--- src/rtl/regfile_seq_pkg.sv ---
// Shared types and constants for the register-file operation sequencer.
// The optional flag outputs are enabled by defining REGFILE_SEQ_FLAGS_EN.
package regfile_seq_pkg;

    localparam int unsigned DATA_W              = 16;
    localparam int unsigned ADDR_W              = 4;
    localparam int unsigned SHAMT_W             = 4;
    localparam int unsigned REGFILE_SEQ_LATENCY = 3;

    typedef enum logic [2:0] {
        OP_ADD = 3'd0,
        OP_SUB = 3'd1,
        OP_AND = 3'd2,
        OP_OR  = 3'd3,
        OP_XOR = 3'd4,
        OP_SHL = 3'd5,
        OP_SHR = 3'd6,
        OP_MOV = 3'd7
    } op_e;

    typedef enum logic [1:0] {
        IDLE  = 2'd0,
        READ  = 2'd1,
        EXEC  = 2'd2,
        WRITE = 2'd3
    } state_e;

    // Fields of an accepted instruction still needed after the read cycle.
    typedef struct packed {
        op_e                op;
        logic [ADDR_W-1:0]  rd;
    } instr_t;

endpackage

--- src/rtl/regfile_seq_alu.sv ---
// Combinational datapath: result and carry/borrow for one sequencer opcode.
// Carry is only meaningful for ADD (sum bit DATA_W) and SUB (borrow).
module regfile_seq_alu
    import regfile_seq_pkg::*;
(
    input  logic [2:0]        op_i,
    input  logic [DATA_W-1:0] op1_i,
    input  logic [DATA_W-1:0] op2_i,
    output logic [DATA_W-1:0] result_c_o,
    output logic              carry_c_o
);

    logic [DATA_W:0] sum;

    always_comb begin
        sum        = (DATA_W+1)'(op1_i) + (DATA_W+1)'(op2_i);
        result_c_o = '0;
        carry_c_o  = 1'b0;
        case (op_i)
            OP_ADD: {carry_c_o, result_c_o} = sum;
            OP_SUB: begin
                result_c_o = op1_i - op2_i;
                carry_c_o  = (op1_i < op2_i);
            end
            OP_AND:  result_c_o = op1_i & op2_i;
            OP_OR:   result_c_o = op1_i | op2_i;
            OP_XOR:  result_c_o = op1_i ^ op2_i;
            OP_SHL:  result_c_o = op1_i << op2_i[SHAMT_W-1:0];
            OP_SHR:  result_c_o = op1_i >> op2_i[SHAMT_W-1:0];
            default: result_c_o = op1_i;
        endcase
    end

endmodule

--- src/rtl/regfile_op_sequencer.sv ---
// Sequences one register-to-register op: IDLE -> READ -> EXEC -> WRITE.
// Define REGFILE_SEQ_FLAGS_EN to add the zero/carry flag outputs.
module regfile_op_sequencer
    import regfile_seq_pkg::*;
(
    input  logic              clk,
    input  logic              rst,
    input  logic              instr_valid,
    output logic              instr_ready,
    input  logic [2:0]        instr_op,
    input  logic [ADDR_W-1:0] instr_rd,
    input  logic [ADDR_W-1:0] instr_rs1,
    input  logic [ADDR_W-1:0] instr_rs2,
    output logic [ADDR_W-1:0] raddr1,
    output logic [ADDR_W-1:0] raddr2,
    input  logic [DATA_W-1:0] rdata1,
    input  logic [DATA_W-1:0] rdata2,
    output logic              we,
    output logic [ADDR_W-1:0] waddr,
    output logic [DATA_W-1:0] wdata,
    output logic              done
`ifdef REGFILE_SEQ_FLAGS_EN
    ,
    output logic              flag_z,
    output logic              flag_c
`endif
);

    state_e            state_q, state_d;
    instr_t            instr_q, instr_d;
    logic [ADDR_W-1:0] raddr1_q, raddr1_d, raddr2_q, raddr2_d;
    logic [DATA_W-1:0] op1_q, op1_d, op2_q, op2_d;
    logic [DATA_W-1:0] result_q, result_d;
    logic              we_q, we_d, done_q, done_d;
    logic [ADDR_W-1:0] waddr_q, waddr_d;
    logic [DATA_W-1:0] wdata_q, wdata_d;
    logic [DATA_W-1:0] alu_result;
    logic              alu_carry;
`ifdef REGFILE_SEQ_FLAGS_EN
    logic              flag_z_q, flag_z_d, flag_c_q, flag_c_d;
`else
    logic              unused_alu_carry;
    assign unused_alu_carry = alu_carry;
`endif

    regfile_seq_alu u_alu (
        .op_i       (instr_q.op),
        .op1_i      (op1_q),
        .op2_i      (op2_q),
        .result_c_o (alu_result),
        .carry_c_o  (alu_carry)
    );

    // Async reset also kills an in-flight write-back immediately.
    always_ff @(posedge clk or posedge rst) begin
        if (rst) begin
            state_q  <= IDLE;
            instr_q  <= '0;
            raddr1_q <= '0;
            raddr2_q <= '0;
            op1_q    <= '0;
            op2_q    <= '0;
            result_q <= '0;
            we_q     <= 1'b0;
            done_q   <= 1'b0;
            waddr_q  <= '0;
            wdata_q  <= '0;
`ifdef REGFILE_SEQ_FLAGS_EN
            flag_z_q <= 1'b0;
            flag_c_q <= 1'b0;
`endif
        end else begin
            state_q  <= state_d;
            instr_q  <= instr_d;
            raddr1_q <= raddr1_d;
            raddr2_q <= raddr2_d;
            op1_q    <= op1_d;
            op2_q    <= op2_d;
            result_q <= result_d;
            we_q     <= we_d;
            done_q   <= done_d;
            waddr_q  <= waddr_d;
            wdata_q  <= wdata_d;
`ifdef REGFILE_SEQ_FLAGS_EN
            flag_z_q <= flag_z_d;
            flag_c_q <= flag_c_d;
`endif
        end
    end

    always_comb begin
        state_d  = state_q;
        instr_d  = instr_q;
        raddr1_d = raddr1_q;
        raddr2_d = raddr2_q;
        op1_d    = op1_q;
        op2_d    = op2_q;
        result_d = result_q;
        we_d     = 1'b0;
        done_d   = 1'b0;
        waddr_d  = waddr_q;
        wdata_d  = wdata_q;
`ifdef REGFILE_SEQ_FLAGS_EN
        flag_z_d = flag_z_q;
        flag_c_d = flag_c_q;
`endif
        case (state_q)
            IDLE: begin
                if (instr_valid) begin
                    instr_d.op = op_e'(instr_op);
                    instr_d.rd = instr_rd;
                    raddr1_d   = instr_rs1;
                    raddr2_d   = instr_rs2;
                    state_d    = READ;
                end
            end
            READ: begin
                op1_d   = rdata1;
                op2_d   = rdata2;
                state_d = EXEC;
            end
            EXEC: begin
                result_d = alu_result;
                we_d     = 1'b1;
                done_d   = 1'b1;
                waddr_d  = instr_q.rd;
                wdata_d  = alu_result;
`ifdef REGFILE_SEQ_FLAGS_EN
                flag_z_d = (alu_result == '0);
                if (instr_q.op == OP_ADD || instr_q.op == OP_SUB) begin
                    flag_c_d = alu_carry;
                end
`endif
                state_d  = WRITE;
            end
            default: state_d = IDLE;
        endcase
    end

    assign instr_ready = (state_q == IDLE) && !rst;
    assign raddr1      = raddr1_q;
    assign raddr2      = raddr2_q;
    assign we          = we_q;
    assign waddr       = waddr_q;
    assign wdata       = wdata_q;
    assign done        = done_q;
`ifdef REGFILE_SEQ_FLAGS_EN
    assign flag_z      = flag_z_q;
    assign flag_c      = flag_c_q;
`endif

endmodule

--- config.mk ---
export PLATFORM = sky130hd
export DESIGN_NAME = regfile_op_sequencer
export DESIGN_NICKNAME = d
export VERILOG_FILES = /design/src/rtl/regfile_seq_pkg.sv /design/src/rtl/regfile_seq_alu.sv /design/src/rtl/regfile_op_sequencer.sv
export SDC_FILE = /design/constraint.sdc
export NUM_CORES = 1
export LEC_CHECK = 0
export BUFFER_PORTS_ARGS = -buffer_cell sky130_fd_sc_hd__buf_2
export CORE_MARGIN = 5
export CORE_UTILIZATION = 60
export CTS_CLUSTER_SIZE = 28
export DETAILED_ROUTE_END_ITERATION = 12
export PLACE_DENSITY = 0.89
export SLEW_MARGIN = 20
export SYNTH_ARGS = -nofsm -noshare
export SYNTH_HDL_FRONTEND = slang
export SYNTH_SLANG_ARGS = --single-unit
--- constraint.sdc ---
create_clock -name clk -period 7.95 [get_ports clk]
set_input_delay 2.385 -clock clk [delete_from_list [all_inputs] [get_ports clk]]
set_output_delay 2.385 -clock clk [all_outputs]
set_load 0.01 [all_outputs]
==> impl_metrics.toml <==
[critical_path]
slowest_stage = "buf_2"
critPathMaxFanout = 2
critical-path-top-delay-family = "buffers and inverters"
crit_path_frequent_cell = "buf_2"
r2r-end = "wdata[9]$_DFFE_PP0P_"
cp_data_required_time_ns = 5.57
worstPathArrival_ns = 2.70
cp_cell_sequence = "buf_2 > nor2_1 > buf_2"
worstSetupPathType = "in -> out"
rr_worst_depth = 11
r2r_slack_ns = 3.38
endpoint_kind = "output port"
critPathMaxStageDelay_ns = 0.13
crit_buf_inv = 2
reg2reg_from = "op2_q[3]$_DFFE_PP0P_"
worstSetupStartpointType = "input pin"

[place]
numPortBuffers = 80
dp_hpwl_mm = 13.7
gp_congestion = 1.03
dp_cells = 889

[synthesis]
synth_edf_count = 0
synth_area_um2 = 5970
ys_seq_area_frac = 0.293
ys_ff_latch = 70
ys_warn_count = 0
syn_area_per_cell_um2 = 8.42
ys_types = 65
yosys.area.top_type = "dfrtp_1"
ys_async_sr_fraction = 1.00
synthFlopType = "dfrtp_1"
netlist.area_leader.share = 0.293
syn_inst = 709
synth_area_leaders = "dfrtp_1 29%, ha_1 11%, o21ai_0 6.0%, nand2_1 5.1%, mux2_2 4.9%"
syn_nets = 812

[drt]
drt-pass1-iter-count = 6
via_count = 5781
drc = 0
postRouteAntennaNets = 0
wl_per_cell_um = 20.8
totalWireLength_mm = 18.8
vias_per_cell = 6.39
first_iter_violations = 796

[sta]
setup_viol = 0
hold_viol = 0
fin_setup_tns_ns = 0
fmax_mhz = 197
worst_hold_slack_ns = 0.500
fin_crit_sh = 0.640
clock_skew_ns = 0.0174
tightest_slew_ns = 0.935
fin_crit_ns = 5.08
finalMaxSlewViolations = 0
rsz0062_at_grt = "false"
max_slew_margin = 0.377

[finish]
final_util = 0.686
antenna_cells = 0
final_cell_count_no_fill = 905
fillers = 787
syn_to_final_growth_pct = 11.7
layout-drive-gt1-share = 0.197
nets = 870

[worst_hold_path]
whs_path_depth = 1
worstHoldStart = "wdata[4]$_DFFE_PP0P_"
holdCritPathClass = "reg -> reg"
whs_endpoint = "wdata[4]$_DFFE_PP0P_"

[global_route]
antenna_found_initial = 0
grt_pass1_wl_mm = 30.4
grt_pass1_vias = 5695
grt-ovfl-total = 0
grt_usage = 0.328
grt_max_degree = 71

[clocking]
numCtsBuffers = 9
cts_hold_buf = 0
cts_resized = 0
root_buffer = "clkbuf_8"
clkSinkCount = 70
postCtsSetupBuffers = 0
htree_levels = 3
max-clock-path-buffers = 2
path_clk_slew_ns = 0.08
cts_tree = "done"
clk_latency_ns = 0.37

[floorplan]
num_rows = 36
start_util = 0.614
ios = 81
dieHeight_um = 110
fp.coreArea_um2 = 9730
die_x_um = 110
die_area_um2 = 12000

[job]
maxCapViolCount = 0

[outcome]
status = "complete, no violations"
==> cells in the final DEF, fill, tap and decap left out, drive strengths merged, types with 25 or more instances in the layout <==
master and instances:
a21oi 56, buf 90, dfrtp 70, ha 52, inv 44, mux2 26
nand2 81, nor2 58, o21ai 71, xnor2 25
==> state kept, by name, indices dropped and copies added (netlist names) <==
name and cells:
wdata 16, op2_q 16, waddr 4, state_q 2
op1_q 16, instr_q 7, raddr2 4, raddr1 4
done 1
==> routing by layer <==
metal  up-vias  part of all wire  global-route usage
li1       2661                 -                   -
met1      2679              0.40               0.466
met2       394              0.45               0.499
met3        47              0.12              0.0793
met4         0             0.024              0.0953
met5         -                 0                   0
==> kinds of logic after synthesis <==
| kind of cell | synth area share |
|---|---|
| XOR/XNOR | 0.0367 |
| buffers and inverters | 0.0570 |
| adder cells (fa/ha/maj) | 0.112 |
| AND/OR/NAND/NOR | 0.144 |
| multiplexers | 0.124 |
| flip-flops | 0.293 |
| AO/OA/AOI/OAI | 0.233 |
==> synth_stat cells, types with 5 or more instances <==
library cell / count
mux2_2: 26
clkbuf_1: 36
nand3_1: 15
dfrtp_1: 70
mux2i_1: 20
xnor2_1: 25
a211oi_1: 12
ha_1: 52
a21o_1: 7
o31ai_1: 5
nand2_1: 81
nor2_1: 58
o21ai_0: 71
inv_1: 43
a221oi_1: 5
a31oi_1: 8
o211ai_1: 5
mux4_2: 11
nor3_1: 12
a21oi_1: 56
nor2b_1: 8
o22ai_1: 7
==> metrics by stage <==
step / setup WS, ns / cell area, um^2
floorplan: 3.02 / 5970
global placement: 2.87 / 6450
detailed placement: 2.87 / 6450
CTS: 2.86 / 6670
global route: 2.85 / 6670
finish: 2.87 / 6670
==> layout make-up <==
class                   count  area (um^2)  area share
clock buffers              11          141      0.0212
flip-flops and latches     70         1750       0.263
inverters                  46          173      0.0259
multi-input cells         550         3880       0.582
well taps                 133          166      0.0249
repair buffers             90          475      0.0713
clock inverters             5         82.6      0.0124
==> worst max-delay path by stage <==
stage                     start          end  slack (ns)  cells after the start
after global routing        rst  instr_ready        2.85                      3
after CTS                   rst  instr_ready        2.86                      3
final                       rst  instr_ready        2.87                      3
after global placement      rst  instr_ready        2.87                      3
after floorplan             rst  instr_ready        3.02                      1
after detailed placement    rst  instr_ready        2.87                      3
Power is left out: the tool's default activity adds up to more than one toggle a clock period on the data nets, which glitch-free logic cannot reach.
